`src/rtl/rs232_tx_arbiter.sv`:
```
// Arbiter sharing one 16-bit RS232 serializer between N_REQ requesters plus
// an on-demand link-sync word, with round-robin fairness and an acknowledge timeout.
module rs232_tx_arbiter #(
    parameter int          N_REQ     = 4,
    parameter logic [15:0] SYNC_WORD = 16'hAAAA,
    parameter int          TIMEOUT   = 16
) (
    input  logic                  clk_ref,
    input  logic                  rst,
    input  logic [16*N_REQ-1:0]   req_data_i,
    input  logic [N_REQ-1:0]      req_valid_i,
    output logic [N_REQ-1:0]      req_ready_o,
    input  logic                  sync_req_i,
    input  logic                  link_up_i,
    output logic [15:0]           tx_data_o,
    output logic                  tx_dv_o,
    input  logic                  tx_busy_i,
    output logic [N_REQ-1:0]      grant_o,
    output logic                  sync_sent_o,
    output logic                  timeout_o,
    output logic                  idle_o
);

    localparam int IW = (N_REQ > 1) ? $clog2(N_REQ) : 1;
    localparam int CW = (TIMEOUT > 1) ? $clog2(TIMEOUT) : 1;

    typedef enum logic [1:0] {
        IDLE,
        WAIT_BUSY,
        WAIT_DONE
    } state_t;

    state_t          state, state_n;
    logic            sync_pend;
    logic [IW-1:0]   rr_last;
    logic [CW-1:0]   cnt, cnt_n;

    logic            issue_sync, issue_data, found, timeout_n;
    logic [IW-1:0]   pick, cand;
    logic [N_REQ-1:0] grant_n;
    int              scan;

    // Round-robin scan starting just after the last served requester.
    always_comb begin
        found = 1'b0;
        pick  = '0;
        cand  = '0;
        scan  = 0;
        for (int i = 1; i <= N_REQ; i++) begin
            scan = int'(rr_last) + i;
            if (scan >= N_REQ) scan = scan - N_REQ;
            cand = IW'(scan);
            if (!found && req_valid_i[cand]) begin
                found = 1'b1;
                pick  = cand;
            end
        end
    end

    always_comb begin
        state_n    = state;
        cnt_n      = '0;
        issue_sync = 1'b0;
        issue_data = 1'b0;
        timeout_n  = 1'b0;
        grant_n    = grant_o;
        case (state)
            IDLE: begin
                if (!tx_busy_i) begin
                    if (sync_pend) begin
                        issue_sync = 1'b1;
                    end else if (link_up_i && found) begin
                        issue_data = 1'b1;
                    end
                end
                if (issue_sync) begin
                    grant_n = '0;
                    state_n = WAIT_BUSY;
                end else if (issue_data) begin
                    grant_n       = '0;
                    grant_n[pick] = 1'b1;
                    state_n       = WAIT_BUSY;
                end
            end
            WAIT_BUSY: begin
                cnt_n = cnt + 1'b1;
                if (tx_busy_i) begin
                    state_n = WAIT_DONE;
                end else if (cnt == CW'(TIMEOUT - 1)) begin
                    // Word is dropped, not retried.
                    timeout_n = 1'b1;
                    grant_n   = '0;
                    state_n   = IDLE;
                end
            end
            WAIT_DONE: begin
                if (!tx_busy_i) begin
                    grant_n = '0;
                    state_n = IDLE;
                end
            end
            default: begin
                grant_n = '0;
                state_n = IDLE;
            end
        endcase
    end

    always_ff @(posedge clk_ref) begin
        if (rst) begin
            state       <= IDLE;
            sync_pend   <= 1'b0;
            rr_last     <= IW'(N_REQ - 1);
            cnt         <= '0;
            tx_data_o   <= '0;
            tx_dv_o     <= 1'b0;
            req_ready_o <= '0;
            grant_o     <= '0;
            sync_sent_o <= 1'b0;
            timeout_o   <= 1'b0;
        end else begin
            state       <= state_n;
            sync_pend   <= sync_req_i | (sync_pend & ~issue_sync);
            cnt         <= cnt_n;
            grant_o     <= grant_n;
            tx_dv_o     <= issue_sync | issue_data;
            sync_sent_o <= issue_sync;
            timeout_o   <= timeout_n;
            req_ready_o <= issue_data ? grant_n : '0;
            if (issue_sync) begin
                tx_data_o <= SYNC_WORD;
            end else if (issue_data) begin
                tx_data_o <= req_data_i[16*pick +: 16];
                rr_last   <= pick;
            end
        end
    end

    assign idle_o = (state == IDLE);

endmodule

```
`config.mk`:
```
export PLATFORM = sky130hd
export DESIGN_NAME = rs232_tx_arbiter
export DESIGN_NICKNAME = d
export VERILOG_FILES = /design/src/rtl/rs232_tx_arbiter.sv
export SDC_FILE = /design/constraint.sdc
export NUM_CORES = 1
export LEC_CHECK = 0
export BUFFER_PORTS_ARGS = -buffer_cell sky130_fd_sc_hd__buf_2
export CELL_PAD_IN_SITES_DETAIL_PLACEMENT = 1
export CELL_PAD_IN_SITES_GLOBAL_PLACEMENT = 2
export CORE_UTILIZATION = 22
export CTS_BUF_LIST = sky130_fd_sc_hd__clkbuf_16
export DETAILED_ROUTE_END_ITERATION = 12
export MAX_ROUTING_LAYER = met4
export PLACE_DENSITY = 0.81
export SKIP_CTS_REPAIR_TIMING = 1
export SLEW_MARGIN = 10
export SYNTH_ARGS = -nofsm -noshare
export SYNTH_HDL_FRONTEND = slang
export SYNTH_SLANG_ARGS = --single-unit
export TNS_END_PERCENT = 10
```
`constraint.sdc`:
```
create_clock -name clk_ref -period 1.98 [get_ports clk_ref]
set_clock_uncertainty 0.2 [all_clocks]
set_input_delay 0.099 -clock clk_ref [delete_from_list [all_inputs] [get_ports clk_ref]]
set_output_delay 0.099 -clock clk_ref [all_outputs]
set_load 0.05 [all_outputs]
```
==> impl_metrics.json <==
{
  "synth_top_family_by_area": "compound AO/OA/AOI/OAI gates",
  "ant_nets": 0,
  "layout-drive-gt1-share_pct": 39.0,
  "portBuffers": 100,
  "synth-xor-area-share_pct": 1.37,
  "hold_depth": 2,
  "cp_data_required_time_ns": 1.92,
  "cpPeakStageDelay_ns": 0.41,
  "fin_crit_ns": 2.13,
  "die_area_um2": 9120,
  "die_x_um": 95.5,
  "yosysWarnings": 0,
  "drc": 0,
  "async_flop_share_pct": 0,
  "dr.pass1.iters": 4,
  "setup_viol": 2,
  "timing.hold.ws_ns": -0.0424,
  "dr_total_vias": 2493,
  "core_area_um2": 8340,
  "clockRootBuffer": "clkbuf_16",
  "synth_area_um2": 1920,
  "overflow": 0,
  "synth-edff-count": 0,
  "grt_start_max_net_pins": 17,
  "synth_flop_cell": "dfxtp_1",
  "gp_congestion": 0.776,
  "path_depth": 5,
  "synthesis.nets": 298,
  "synth_compound_area_share_pct": 33.7,
  "cts_made_buffers": 5,
  "max_freq_ghz": 0.469,
  "grt_pass1_wl_mm": 11.1,
  "leakagePower_nw": 1.58,
  "tightest_slew_ns": 0.523,
  "preCtsSetupSlack_ns": -0.137,
  "vias_per_cell": 4.97,
  "cts.htree.levels": 2,
  "seqCellArea_um2": 723,
  "num-nets-final": 471,
  "grt_pass1_vias": 2319,
  "outcome": "finished with violations",
  "failed_checks": "hold timing, setup timing",
  "endpoint_kind": "register",
  "yosys-top-cells-area": "dfxtp_1, a21oi_1, mux2i_1, a221oi_1, a221oi_2",
  "crit_family": "simple AND/OR/NAND/NOR gates",
  "synth_largest_area_cell": "dfxtp_1",
  "multi_input_area_um2": 1130,
  "netlist.area_leader.share_pct": 37.5,
  "synth_common_cells": "dfxtp_1, a21oi_1, nand2_1, nor2_1, o21ai_0",
  "rsz0062_at_grt": "yes",
  "drt_iter0_markers": 85,
  "crit_arrival_ns": 2.07,
  "rrSetupSlack_ns": -0.15,
  "clk_latency_ns": 0.28,
  "synthSimpleGateAreaFrac_pct": 14.6,
  "routed_wl_mm": 8.57,
  "hold_viol": 6,
  "cts_tree": "done",
  "io_pins": 101,
  "synthMuxAreaShare_pct": 6.44,
  "cts.sinks": 36,
  "chipHeight_um": 95.5,
  "period_share_pct": 108,
  "synth_area_per_cell_um2": 8.59,
  "power_density_nw_per_um2": 679,
  "cp_max_fo": 7,
  "synth-seq-cells": 36,
  "grt_antenna_before_repair": 0,
  "path_class": "register to register",
  "n_antenna_cell": 0,
  "track_usage_pct": 16.4,
  "cpMostUsedCell": "or3_4",
  "path_clk_slew_ns": 0.05,
  "cap_violations": 0,
  "holdCritPathClass": "primary input to register",
  "slew_violations": 0,
  "critPathBufInv": 1,
  "rows": 33,
  "synthAdderAreaFrac_pct": 0.651,
  "fin_setup_tns_ns": -0.166,
  "startpoint_type": "register",
  "path_cells": "or3_4 -> or3_4 -> buf_4 -> a221oi_1 -> o22ai_1",
  "ir_drop_v": 0.000525,
  "hpwlAfterDp_mm": 5.51,
  "netlist-cell-type-count": 42,
  "layout_setup_ws_ns": -0.151,
  "crit_slowest_cell": "or3_4",
  "initial_core_util_pct": 23.1,
  "power_w": 0.00231,
  "ys_seq_area_share_pct": 37.5,
  "synthCells": 224,
  "relSlewSlack_pct": 65.1,
  "area_growth_pct": 76.8,
  "wl_per_cell_um": 17.1,
  "r2r_cells": 5,
  "fillers": 1009,
  "synth.most_common_cell": "dfxtp_1",
  "cts_max_path_buffers": 2
}
[worst reg2reg max path: stages (launching register included)]
cell,delay (ns)
dfxtp_2,0.32
or3_4,0.39
or3_4,0.41
buf_4,0.19
a221oi_1,0.34
o22ai_1,0.14
[area by class of cell]
class                      count  share of cell area (%)
sequential                    36                    21.3
clock inverter                 2                   0.258
inverter                       4                   0.442
clock buffer                   5                    3.68
timing repair buffer         184                    37.4
multi-input combinational    166                    33.1
tap                          105                    3.86
[path summary, 6_finish.rpt]
| kind | start | to |
|---|---|---|
| worst max register to register | state[1] | tx_data_o[0] |
| worst max-delay path | state[1] | tx_data_o[0] |
| worst min-delay path | rst | sync_sent_o |
| worst min register to register | cnt[0] | cnt[0] |
[cell families (layout without fill, tap and decap cells)]
kind of cell	Yosys count	count (layout)
AOI/OAI and AO/OA	88	88
and+or+nand+nor	62	62
DFF	36	36
buffers and inverters	22	195
muxes	12	12
xor gates and xnor gates	3	3
adders and majority gates	1	1
[metrics by stage]
| step | cell area, µm² | utilization [%] | instances |
|---|---|---|---|
| 6_report | 3400 | 40.8 | 502 |
| 5_1_grt | 3400 | 40.8 | 502 |
| 4_1_cts | 2810 | 33.6 | 446 |
| 3_5_place_dp | 2670 | 32.0 | 439 |
| 3_3_place_gp | 2670 | 32.0 | 439 |
| 2_1_floorplan | 1930 | - | 224 |
[routing by layer]
metal | wire length (µm) | up-vias | track usage [%]
met1 | 3480 | 1198 | 18.6
met3 | 450 | 18 | 4.23
li1 | - | 1192 | -
met2 | 4400 | 85 | 28.2
met5 | 0 | - | -
met4 | 235 | 0 | 5.10
[registers in the layout (all words and copies together) (netlist names)]
name,cells
cnt,4
state,2
rr_last,2
tx_dv_o,1
req_ready_o,4
sync_sent_o,1
sync_pend,1
grant_o,4
timeout_o,1
tx_data_o,16
[cell usage in the layout, fill, tap and decap left out, types with 2 or more instances in the layout]
master and n:
a221o_1 2, clkbuf_16 5, nor3_1 7, and3_1 2, a221oi_1 7, dlygate4sd3_1 56, nand2_1 19, dfxtp_1 34
or3_4 2, o211ai_1 10, a22o_1 4, a21oi_1 18, o22ai_1 8, nor2_1 19, o21ai_0 15, nor2b_1 2
a221oi_2 8, xor2_1 2, inv_1 5, mux2i_1 9, buf_4 28, a22oi_1 5, mux2_2 3, nand3_1 4
o21a_1 2, nand2b_1 2, dfxtp_2 2, buf_2 100
[power by group]
| group | leakage [nW] | internal, W | switching, W | total (W) |
|---|---|---|---|---|
| sequential | 0.295 | 0.000775 | 0.0000366 | 0.000811 |
| combinational | 1.22 | 0.000316 | 0.000431 | 0.000747 |
| clock | 0.0709 | 0.000452 | 0.000299 | 0.000751 |
| total | 1.58 | 0.00154 | 0.000766 | 0.00231 |
Note: power is estimated with default switching activity, not from simulation.
